$ cat src/rtl/inst_fetch.sv
// Instruction fetch stage: PC, imem req/ack handshake, one-entry pend buffer, redirect/kill.
// Optional FETCH_MISALIGN_CHK_EN: misaligned redirects raise sticky fetch_err and park the FSM.
module inst_fetch #(
  parameter logic [31:0] RESET_PC = 32'h0000_0000
) (
  input  logic        clk,
  input  logic        rst,
  output logic        imem_req,
  output logic [31:0] imem_addr,
  input  logic        imem_ack,
  input  logic [31:0] imem_rdata,
  input  logic        stall,
  input  logic        redirect,
  input  logic [31:0] redirect_pc,
  output logic        inst_valid,
  output logic [31:0] inst,
  output logic [31:0] inst_pc,
  output logic [4:0]  opcode,
  output logic [2:0]  func3,
  output logic [6:0]  func7,
  output logic        fetch_err
);

  localparam logic [31:0] NOP = 32'h0000_0013;

  typedef enum logic [1:0] {IDLE, FETCH, HOLD, KILL} state_t;

  state_t      state;
  logic [31:0] pc;
  logic [31:0] pend;
  logic [31:0] pend_pc;
  logic        err_q;
  logic        redir_bad;
  logic        req_busy;
  logic        consume;
  logic        slot_free;
  logic [31:0] pc_inc;
  logic [31:0] redir_target;

`ifdef FETCH_MISALIGN_CHK_EN
  assign redir_bad = (redirect_pc[1:0] != 2'b00);
  assign fetch_err = err_q;
`else
  assign redir_bad = 1'b0;
  assign fetch_err = 1'b0;
`endif

  assign redir_target = redirect_pc & 32'hFFFF_FFFC;
  assign req_busy     = (state == FETCH) || (state == KILL);
  assign imem_req     = req_busy;
  assign consume      = inst_valid && !stall;
  assign slot_free    = !inst_valid || !stall;
  assign pc_inc       = pc + 32'd4;

  assign opcode = inst[6:2];
  assign func3  = inst[14:12];
  assign func7  = inst[31:25];

  always_ff @(posedge clk) begin
    if (rst) begin
      state      <= IDLE;
      pc         <= RESET_PC;
      imem_addr  <= RESET_PC;
      inst_valid <= 1'b0;
      inst       <= NOP;
      inst_pc    <= RESET_PC;
      pend       <= '0;
      pend_pc    <= '0;
      err_q      <= 1'b0;
    end else if (redirect && !err_q) begin
      // An outstanding request keeps its address until acked; the new target waits in pc.
      inst_valid <= 1'b0;
      pend       <= '0;
      pend_pc    <= '0;
      pc         <= redir_target;
      if (redir_bad)
        err_q <= 1'b1;
      if (req_busy && !imem_ack) begin
        state <= KILL;
      end else if (redir_bad) begin
        state <= IDLE;
      end else begin
        state     <= FETCH;
        imem_addr <= redir_target;
      end
    end else begin
      if (consume)
        inst_valid <= 1'b0;
      unique case (state)
        IDLE: begin
          if (!err_q) begin
            state     <= FETCH;
            imem_addr <= pc;
          end
        end
        FETCH: begin
          if (imem_ack) begin
            if (slot_free) begin
              inst       <= imem_rdata;
              inst_pc    <= imem_addr;
              inst_valid <= 1'b1;
            end else begin
              pend    <= imem_rdata;
              pend_pc <= imem_addr;
              state   <= HOLD;
            end
            pc        <= pc_inc;
            imem_addr <= pc_inc;
          end
        end
        HOLD: begin
          // imem_addr already points at pc, so FETCH resumes without a repeat.
          if (!stall) begin
            inst       <= pend;
            inst_pc    <= pend_pc;
            inst_valid <= 1'b1;
            state      <= FETCH;
          end
        end
        KILL: begin
          if (imem_ack) begin
            if (err_q) begin
              state <= IDLE;
            end else begin
              state     <= FETCH;
              imem_addr <= pc;
            end
          end
        end
        default: state <= IDLE;
      endcase
    end
  end

endmodule
$ cat config.mk
export PLATFORM = sky130hd
export DESIGN_NAME = inst_fetch
export DESIGN_NICKNAME = d
export VERILOG_FILES = /design/src/rtl/inst_fetch.sv
export SDC_FILE = /design/constraint.sdc
export NUM_CORES = 1
export LEC_CHECK = 0
export CAP_MARGIN = 20
export CORE_MARGIN = 2
export CORE_UTILIZATION = 55
export DETAILED_ROUTE_END_ITERATION = 8
export PLACE_DENSITY_LB_ADDON = 0.25
export RECOVER_POWER = 100
export SETUP_SLACK_MARGIN = 0.15
export SYNTH_ARGS = -nofsm -noshare
export SYNTH_HDL_FRONTEND = slang
export SYNTH_SLANG_ARGS = --single-unit
$ cat constraint.sdc
create_clock -name clk -period 3.15 [get_ports clk]
set_input_delay 0.4725 -clock clk [delete_from_list [all_inputs] [get_ports clk]]
set_output_delay 0.4725 -clock clk [all_outputs]
set_load 0.05 [all_outputs]
==> metrics.txt <==
TritonCTS Buffers=17; Multi-input gate area=roughly 4400 um^2; Hold Buf Count CTS=0; register area share after synthesis=0.428; first-pass iteration count of the detailed router=6; RePlAce Congestion=0.863; first-pass GRT wire length=35,900 um; share of layout cells above drive strength 1=0.0579; hold path startpoint=pend[14]; PD cells=557 nW/um^2; commonest non-fill, non-tap cell in the layout=dfxtp_1; n_diodes=0; Clock Path Buffers=2; VDD IR max=0.460 mV; Ys Warns=0; commonest non-fill, non-tap cells in the layout=187 x dfxtp_1, 163 x nand2_1, 109 x dlygate4sd3_1; Iter 0 DRT Violations=691; Req. time, crit path=2.68 ns; Int Pwr=slightly above 4 mW; fin crit share=0.916; io pins=183; leakage dissipation=3.79 nW; Worst R2R Start=state[1]; initial antenna violation count=0; vias in the first global route=6,914; Max Cap Violations=0; Core Area=between 15,000 and 20,000 um^2; Vias=7,723; Filler Cells Inserted=1,271; Area growth syn-to-layout=24.6%; DIE AREA=16,900 um^2; clock share of power=0.346; max-slew violation count=0; Setup Total Neg Slack=0 ns; chip width=130 um; FF/Latch Area=3740 um^2; synthesized area=roughly 8800 um^2; DRT antenna net count=0; CP Max Fanout=8; die span in y=130 um; hold path cells=2; Crit. Startpoint=state[1]; Yosys cell types=55; Avg Inst Size Synth=8.47 um^2; final wirelength=22,600 um; IO buf count=175; wire length per cell=between 15 and 20 um; CP arrival=2.41 ns; Syn Inst Count=1,033; Post-DP HPWL=around 15,000 um; WHS Endpoint=pend[14]; CP Capture Type=output port; worst min path class=reg -> reg; kind of critical path=reg -> out; GR Overflow Total=0; num rows=46; largest net degree at the start of global routing=roughly 130; final hold vios=0; Switching Share=0.319; Root Buffer=clkbuf_16; R2R depth=7; CTS tree=done; CTS sink cnt=roughly 190; Final Power=6.08 mW; vias per inst=around 5.6; startpoint types=register; FMAX=347 MHz; Final #Nets=~1,200; Slew @ Worst Pin=1.27 ns; R2R setup slack=between 0.3 and 0.4 ns; # resized after CTS=0; Setup Skew=a little under 0.006 ns; RSZ-0062 raised after global routing=no; Setup Buffers After CTS=0; Clock transition at path regs=~0.070 ns; Comb power frac=0.219; setup violators final=0; Slew Limit Headroom=0.152; worst-skew pair later-pin latency=0.43 ns; Reg power frac=0.435; # DRC=0; R2R Path End=inst_pc[27]; switching power=~1.9 mW; FF+latch count, synth=between 150 and 200; Tot GR Track Use=0.269; outcome=finished clean; deepest level of the CTS H-tree=4; Initial Util=0.557; final core utilization=0.694; fin crit period=2.89 ns
## synth_stat cells, drive strengths merged
master	n	area [um^2]
o211a	4	40.0
a21o	1	7.51
and3	6	37.5
o21ai	16	80.1
buf	58	363
o2111a	1	11.3
o31ai	2	20.0
nand3	17	128
ha	5	62.6
o21a	2	15.0
a31oi	2	12.5
nor3	21	130
a21oi	108	544
o31a	1	8.76
and4	7	66.3
nand2b	7	43.8
o22a	2	17.5
o211ai	4	30.0
mux2i	64	641
clkbuf	49	184
nor4	8	90.1
o32ai	1	8.76
nand2	165	622
nand4	13	111
dfxtp	187	3740
inv	13	48.8
a21boi	3	22.5
o21bai	1	7.51
or4	2	15.0
o22ai	3	18.8
a211o	3	26.3
and2	1	6.26
xnor2	45	394
or2	3	18.8
conb	1	3.75
nor2	103	387
or3	5	31.3
a211oi	88	661
a311oi	6	52.6
xor2	5	43.8
## metal layers
metal  vias to the layer above  global-route usage  wire (um)
met5                         -                   0          0
met4                         0              0.0791        336
met3                        34              0.0443       1530
li1                       3815                   -          -
met1                      3605               0.384      10200
met2                       269               0.420      10600
## logic make-up after synthesis
logic type	share of synthesized area
and+or+nand+nor	0.193
AOI/OAI and AO/OA	0.181
DFF	0.428
buffers and inverters	0.0680
muxes	0.0732
xor gates and xnor gates	0.0500
adders and majority gates	0.00715
other	0.000428
## cell type report
type / instances / area share
clock inverters: 8 / 0.00746
inverters: 13 / 0.00447
well taps: 216 / 0.0248
clock buffers: 24 / 0.0451
multi-input cells: 730 / 0.402
repair buffers: 195 / 0.173
flip-flops and latches: 187 / 0.343
## per-stage QoR
stage	cell area, um^2	setup slack, ns	hold WS [ns]	instances
2_1_floorplan	8770	1.06	0.436	1037
6_report	10900	0.265	0.453	1373
3_3_place_gp	10500	0.644	0.441	1341
3_5_place_dp	10500	0.570	0.446	1341
4_1_cts	11000	0.321	0.443	1373
5_1_grt	10900	0.119	0.469	1373
## critical path, stage by stage, from the launching register on
cell           delay [ns]
dfxtp_1              0.40
inv_1                0.10
ha_1                 0.31
or2_2                0.39
dlygate4sd3_1        0.79
## registers in the layout, summed over array words and instances (netlist names)
name,cells
state,2
pend,32
inst,32
inst_pc,30
pc,30
pend_pc,30
inst_valid,1
imem_addr,30
## power by group through the flow
stage          logic [mW]  registers [mW]  clock network, mW
2_1_floorplan       0.564            3.05                  0
3_3_place_gp         1.36            2.69                  0
3_5_place_dp         1.38            2.70                  0
4_1_cts              1.38            2.65               2.12
5_1_grt              1.42            2.66               2.22
6_report             1.33            2.64               2.10
## worst max path at each step
stage / endpoint / slack [ns]
CTS: imem_req / 0.32
finish: imem_req / 0.26
global placement: inst[9] / 0.64
detailed placement: inst[13] / 0.57
floorplan: imem_addr[26] / 1.06
global route: inst[27] / 0.12
(Power assumes the default switching activity.)
